File: src/rtl/bin_to_bcd_seq.sv
// Sequential binary-to-BCD converter (double-dabble, one input bit per clock)
// with start/busy/done handshake, optional signed input, overflow saturation and leading-zero mask.
module bin_to_bcd_seq #(
  parameter int WIDTH  = 20,
  parameter int DIGITS = 6
) (
  input  logic                  clk,
  input  logic                  rst,
  input  logic                  start,
  input  logic [WIDTH-1:0]      value,
  input  logic                  signed_mode,
  output logic                  busy,
  output logic                  done,
  output logic [4*DIGITS-1:0]   bcd,
  output logic [DIGITS-1:0]     digit_valid,
  output logic                  negative,
  output logic                  overflow
);

  localparam int BW = 4 * DIGITS;
  localparam int CW = (WIDTH > 1) ? $clog2(WIDTH) : 1;

  typedef enum logic [1:0] {
    S_IDLE,
    S_CONV,
    S_FINISH
  } state_t;

  state_t           r_state;
  state_t           w_state_next;
  logic [WIDTH-1:0] r_shift;
  logic [BW-1:0]    r_acc;
  logic [CW-1:0]    r_bit_cnt;
  logic             r_ovf;
  logic             r_neg;

  logic             w_is_neg;
  logic [WIDTH-1:0] w_mag;
  logic [BW-1:0]    w_adj;
  logic [DIGITS-1:0] w_dv;
  logic             w_seen;

  assign w_is_neg = signed_mode & value[WIDTH-1];
  assign w_mag    = w_is_neg ? (~value + WIDTH'(1)) : value;

  // Add-3 correction per digit, applied before each shift
  generate
    for (genvar gi = 0; gi < DIGITS; gi++) begin : g_adj
      assign w_adj[4*gi +: 4] = (r_acc[4*gi +: 4] >= 4'd5) ? (r_acc[4*gi +: 4] + 4'd3)
                                                           : r_acc[4*gi +: 4];
    end
  endgenerate

  // A digit is significant if it or any more-significant digit is nonzero
  always_comb begin
    w_dv   = '0;
    w_seen = 1'b0;
    for (int i = DIGITS - 1; i >= 0; i--) begin
      w_seen = w_seen | (|r_acc[4*i +: 4]);
      w_dv[i] = w_seen;
    end
    w_dv[0] = 1'b1;
  end

  always_comb begin
    w_state_next = r_state;
    busy         = (r_state != S_IDLE);
    case (r_state)
      S_IDLE:   if (start) w_state_next = S_CONV;
      S_CONV:   if (r_bit_cnt == '0) w_state_next = S_FINISH;
      S_FINISH: w_state_next = S_IDLE;
      default:  w_state_next = S_IDLE;
    endcase
  end

  always_ff @(posedge clk) begin
    if (rst) begin
      r_state     <= S_IDLE;
      r_shift     <= '0;
      r_acc       <= '0;
      r_bit_cnt   <= '0;
      r_ovf       <= 1'b0;
      r_neg       <= 1'b0;
      done        <= 1'b0;
      bcd         <= '0;
      digit_valid <= DIGITS'(1);
      negative    <= 1'b0;
      overflow    <= 1'b0;
    end else begin
      r_state <= w_state_next;
      done    <= 1'b0;
      case (r_state)
        S_IDLE: begin
          if (start) begin
            r_shift   <= w_mag;
            r_acc     <= '0;
            r_ovf     <= 1'b0;
            r_neg     <= w_is_neg;
            r_bit_cnt <= CW'(WIDTH - 1);
          end
        end
        S_CONV: begin
          // A 1 leaving the top digit means the magnitude needs more digits than we have
          r_acc     <= {w_adj[BW-2:0], r_shift[WIDTH-1]};
          r_shift   <= {r_shift[WIDTH-2:0], 1'b0};
          r_ovf     <= r_ovf | w_adj[BW-1];
          if (r_bit_cnt != '0) r_bit_cnt <= r_bit_cnt - CW'(1);
        end
        S_FINISH: begin
          done     <= 1'b1;
          negative <= r_neg;
          overflow <= r_ovf;
          if (r_ovf) begin
            bcd         <= {DIGITS{4'h9}};
            digit_valid <= '1;
          end else begin
            bcd         <= r_acc;
            digit_valid <= w_dv;
          end
        end
        default: ;
      endcase
    end
  end

endmodule

File: config.mk
export PLATFORM = sky130hd
export DESIGN_NAME = bin_to_bcd_seq
export DESIGN_NICKNAME = d
export VERILOG_FILES = /design/src/rtl/bin_to_bcd_seq.sv
export SDC_FILE = /design/constraint.sdc
export NUM_CORES = 1
export LEC_CHECK = 0
export CAP_MARGIN = 10
export CORE_AREA = 2 2 100 102
export DETAILED_ROUTE_END_ITERATION = 6
export DIE_AREA = 0 0 102 104
export PLACE_DENSITY = 0.69
export RECOVER_POWER = 25
export SLEW_MARGIN = 20
export SYNTH_ARGS = -nofsm -noshare
export SYNTH_HDL_FRONTEND = slang
export SYNTH_SLANG_ARGS = --single-unit
export TNS_END_PERCENT = 30
File: constraint.sdc
create_clock -name clk -period 2.3 [get_ports clk]
set_input_delay 0.345 -clock clk [delete_from_list [all_inputs] [get_ports clk]]
set_output_delay 0.345 -clock clk [all_outputs]
set_load 0.02 [all_outputs]
==> impl_metrics.csv <==
group,metric,value,unit
run_status,status,"finished, final reports clean",
sta,fmax,500,MHz
power,p_leak,1.82,nW
placed_design,port_buffers,56,
power,p_total,3.26,mW
floorplanning,initial_core_util,43.8,%
placed_design,gp_congestion,0.795,
drt,via_per_inst,5.42,
floorplanning,dieArea,10600,um2
clocking,numCtsBuffers,9,
cells_and_area,fin_nets,607,
critical_path,worst-endpoint-arrival,2280,ps
drt,drt-initial-drc-count,184,
clocking,cts_tree,"done",
floorplanning,io_pins,58,
clocking,clockBufferDepth,2,
placed_design,dp_hpwl,6.78,mm
clocking,cts.clk_slew.worst_paths,80,ps
synth,synth-main-ff-cell,"dfxtp_1",
cells_and_area,syn_to_final_growth,23.1,%
placed_design,post-place-ws,-64.4,ps
sta,period_share,86.9,%
sta,slew_viol_final,0,
floorplanning,dieHeight,104,um
drt,drt_pre_antenna_iters,4,
floorplanning,die_width,102,um
power,power_density,633,nW/um2
critical_path,cp.required,2580,ps
worst_hold_path,hold_path.class,"input pin to flop",
critical_path,crit_path_end_kind,"flop",
power,ir_worst_vdd,0.000343,V
synth,synth_cells,511,
floorplanning,coreArea,9550,um2
cells_and_area,drive_gt1_share,6.87,%
drt,wl_per_cell,13.7,um
sta,finalCriticalPeriod,2000,ps
sta,setup_tns,0,ps
synth,postSynthAreaPerCell,8.19,um2
cells_and_area,design_area,5150,um2
global_route,grt_max_degree,48,
critical_path,worstSetupPathType,"input pin to flop",
clocking,hold_buffers,0,
global_route,grt_pass1_wl,16.2,mm
flow_run,maxCapViolations,0,
synth,ys_ff_latch,85,
synth,ys_seq_area_share,40.7,%
drt,drc,0,
sta,max_slew_margin,34.1,%
clocking,numClockSinks,85,
sta,setup_violations,0,
synth,synth-edff-count,0,
clocking,cts_root_buf,"clkbuf_8",
synth,syn_nets,554,
clocking,cts_htree_levels,3,
synth,synth-warning-count,0,
drt,drt-total-wl,9.58,mm
synth,synthesis.area,4190,um2
floorplanning,num_rows,36,
cells_and_area,diodes,0,
global_route,antenna_found_initial,0,
global_route,grt_pass1_vias,3533,
sta,rsz0062_at_grt,"false",
sta,worst_pin_slew,987,ps
synth,ys_types,50,
synth,async_flop_share,0,%
drt,num_vias,3801,
clocking,insertion_delay,360,ps
placed_design,placed_area,4930,um2
critical_path,critPathMaxFanout,24,
sta,hold_viol_final,0,
global_route,grtUsageTotal,18.5,%
critical_path,start_kind,"input pin",
drt,ant_nets,0,
critical_path,rrSetupSlack,310,ps
clocking,cts_resized,0,
sta,worst_slack,301,ps
clocking,post_cts_buffers,0,
global_route,globalRoute.totalOverflow,0,
sta,finClkSkew,6.45,ps
==> per-layer routing <==
metal / up-vias / track usage, % / wire length (um)
met3: 14 / 3.49 / 483
met2: 93 / 30.5 / 4620
met1: 1772 / 24.0 / 4320
met5: - / 0 / 0
met4: 0 / 6.57 / 160
li1: 1922 / - / -
==> report_power, final <==
group | switching [mW] | total (mW) | internal [mW]
clock | 0.543 | 1.26 | 0.717
combinational | 0.260 | 0.437 | 0.176
sequential | 0.0380 | 1.57 | 1.53
==> worst max-delay path, stage by stage <==
cell and delay [ps]:
clkdlybuf4s50_1 420, nor3b_2 170, nor2_2 750, buf_4 340
o21ai_0 120, a21oi_1 150
==> synth_stat cells (all sizes together), types with 2 or more instances <==
cell,n,area [um2]
o311ai,2,17.5
inv,18,67.6
a21o,2,15.0
a211oi,4,30.0
nand2,45,169
ha,19,238
or3,8,50.1
nand2b,11,68.8
nor2b,4,25.0
nor2,47,176
a21boi,2,15.0
nand3,10,50.1
or4,2,15.0
a32oi,2,17.5
dfxtp,85,1700
clkbuf,26,97.6
o31ai,2,15.0
a221oi,2,17.5
o22ai,8,50.1
nor4b,3,32.5
o21ai,23,115
mux2i,4,40.0
nor3,31,155
nor3b,4,35.0
xnor2,17,149
nand4,3,18.8
and3,6,37.5
a21oi,54,270
a22oi,24,180
o211ai,5,37.5
nor4,6,52.6
a311oi,2,17.5
nand3b,6,45.0
buf,8,36.3
xor2,7,61.3
==> layout by cell type, fill, tap and decap left out, types with 10 or more instances in the layout <==
| master | Yosys | final |
|---|---|---|
| dfxtp_1 | 85 | 85 |
| clkdlybuf4s50_1 | 0 | 55 |
| a21oi_1 | 54 | 54 |
| nor2_1 | 47 | 46 |
| nand2_1 | 45 | 45 |
| nor3_1 | 31 | 31 |
| a22oi_1 | 24 | 24 |
| o21ai_0 | 22 | 22 |
| ha_1 | 19 | 19 |
| inv_1 | 18 | 18 |
| xnor2_1 | 17 | 17 |
| buf_4 | 1 | 17 |
| nand2b_1 | 11 | 11 |
| nand3_1 | 10 | 10 |
==> through the flow <==
stage	utilization [%]	hold slack, ps	cells
after global placement	51.6	440	686
after detailed placement	51.6	445	686
after floorplan	-	432	511
final	54.0	424	701
after global routing	54.0	448	701
after CTS	54.1	425	701
==> state kept, by name, indices dropped and copies added (netlist names) <==
| name | count |
|---|---|
| r_acc | 24 |
| bcd | 24 |
| r_state | 2 |
| done | 1 |
| r_shift | 20 |
| digit_valid | 5 |
| negative | 1 |
| r_bit_cnt | 5 |
| r_ovf | 1 |
| r_neg | 1 |
| overflow | 1 |
==> kinds of logic (layout without fill, tap and decap cells) <==
kind of cell               after synthesis  count (layout)  synth area share [%]
xor gates and xnor gates                24              24                  5.02
buffers and inverters                   52             109                  4.81
other                                    1               1                0.0896
and+or+nand+nor                        189             189                  22.8
muxes                                    4               4                 0.957
DFF                                     85              85                  40.7
adders and majority gates               19              19                  5.68
AOI/OAI and AO/OA                      137             137                  20.0
==> area by class of cell <==
type,instances,area (um2)
sequential,85,1700
clock buffer,9,124
timing repair buffer,76,694
multi-input combinational,374,2290
inverter,18,67.6
tap,133,166
clock inverter,6,113
fill,918,4400
==> path summary, 6_finish.rpt <==
kind | depth (start not counted) | from | endpoint
setup / recovery | 6 | start | r_acc[23]$_SDFFE_PP0P_
hold / removal | 2 | rst | r_acc[4]$_SDFFE_PP0P_
setup reg to reg | 5 | r_state[0]$_SDFFE_PP0P_ | r_acc[23]$_SDFFE_PP0P_
hold reg to reg | 2 | bcd[19]$_SDFFE_PP0P_ | bcd[19]$_SDFFE_PP0P_
Power figures use the tool's default switching activity.
==> variant: new RTL, same flow settings <==
The parameter `DIGITS` goes from 6 to 8.
--- a/src/rtl/bin_to_bcd_seq.sv
+++ b/src/rtl/bin_to_bcd_seq.sv
@@ -4,3 +4,3 @@
   parameter int WIDTH  = 20,
-  parameter int DIGITS = 6
+  parameter int DIGITS = 8
 ) (
Interface: changed (resized bcd and digit_valid); port bits go from 58 to 68. The function was not compared with the original's and may differ.
==> variant against the original RTL <==
  * Design area increased by 19%
  * Worst setup slack improved by 27 ps
  * Utilization increased by 10 points
  * Area after synthesis increased by 22%
  * Power increased by 18%
  * Sequential cell count increased by 18
  * Wire length increased by 25%
  * Worst hold slack improved by 29 ps
  * Global-route usage increased by 4.6 points
  * Cell count increased by 16%
  * Sequential power increased by 20%
==> variant: results (changes against the original RTL) <==
\begin{tabular}{lr}
\hline
Metric & Value \\
\hline
\multicolumn{2}{l}{\textbf{Status}} \\
Run status & finished clean \\
\multicolumn{2}{l}{\textbf{Global route}} \\
Met3 Track Usage GR & 3.63\% (+0.13 points) \\
Gr usage total & 23.2\% (+4.6 points) \\
Met2 usage & 37.8\% (+7.3 points) \\
\multicolumn{2}{l}{\textbf{Final layout}} \\
Portion of the layout cell area used by clock cells & 4.20\% (-0.39 points) \\
Multi-input combinational cell count & 457 (+22\%) \\
Fraction of cell area in non-clock buffers & 12.8\% (-0.69 points) \\
Number of flip-flops and latches & 103 (+21\%) \\
Area used by multi-input combinational logic & 0.00275 mm² (+20\%) \\
Number of ordinary inverters in the final layout & 25 (+7) \\
Fin cells & 813 (+16\%) \\
Plain + repair buffers & 80 (+5.3\%) \\
\multicolumn{2}{l}{\textbf{Place}} \\
Number of input and output port buffers inserted & 66 (+18\%) \\
Routability congestion estimate from global placement & 0.811 (+2.1\%) \\
Placed cell count & 798 (+16\%) \\
\multicolumn{2}{l}{\textbf{Drt}} \\
Routed length on met3 & 476 µm (-1.4\%) \\
Detailed Route Iter0 Violations & 230 (+25\%) \\
Sum of routed wire length over all layers & 12000 µm (+25\%) \\
\multicolumn{2}{l}{\textbf{Worst setup path}} \\
FF-to-FF path depth & 4 (-1) \\
Largest fanout on the critical path & 7 (-71\%) \\
\multicolumn{2}{l}{\textbf{Min path}} \\
Hold path endpoint & bcd[18]\$\_SDFFE\_PP0P\_ \\
\multicolumn{2}{l}{\textbf{Power and ir drop}} \\
Switching part of the total power & 25.4\% (-0.36 points) \\
Leakage power total & 2.18 nW (+20\%) \\
\multicolumn{2}{l}{\textbf{Synth}} \\
Syn Inst Count & 626 (+23\%) \\
Synthesized netlist net count & 675 (+22\%) \\
\multicolumn{2}{l}{\textbf{STA}} \\
Worst Max-Slew Pin Slew & 883 ps (-104 ps) \\
Minimum hold slack & 453 ps (+28.7 ps) \\
\hline
\end{tabular}
[variant: critical path, cell delays in order (launching register included)]
cell                              delay, ps
sky130_fd_sc_hd__dfxtp_1                470
sky130_fd_sc_hd__nor2_1                 110
sky130_fd_sc_hd__inv_1                   80
sky130_fd_sc_hd__clkdlybuf4s50_1        600
[variant: worst max-delay path by stage]
stage	end	cells after the start
after floorplan	r_shift[16]$_SDFFE_PP0P_	7
after global placement	r_shift[18]$_SDFFE_PP0P_	8
after detailed placement	r_shift[17]$_SDFFE_PP0P_	6
after CTS	busy	3
after global routing	busy	3
final	busy	3
[variant: cells by family (layout without fill, tap and decap cells)]
group / after synthesis / in the layout / share of synthesized area [%]
adders and majority gates: 25 / 25 / 6.14
other: 1 / 1 / 0.0736
AOI/OAI and AO/OA: 160 / 160 / 18.8
DFF: 103 / 103 / 40.5
xor gates and xnor gates: 27 / 27 / 4.64
buffers and inverters: 66 / 120 / 5.65
and+or+nand+nor: 240 / 240 / 23.4
muxes: 4 / 4 / 0.786
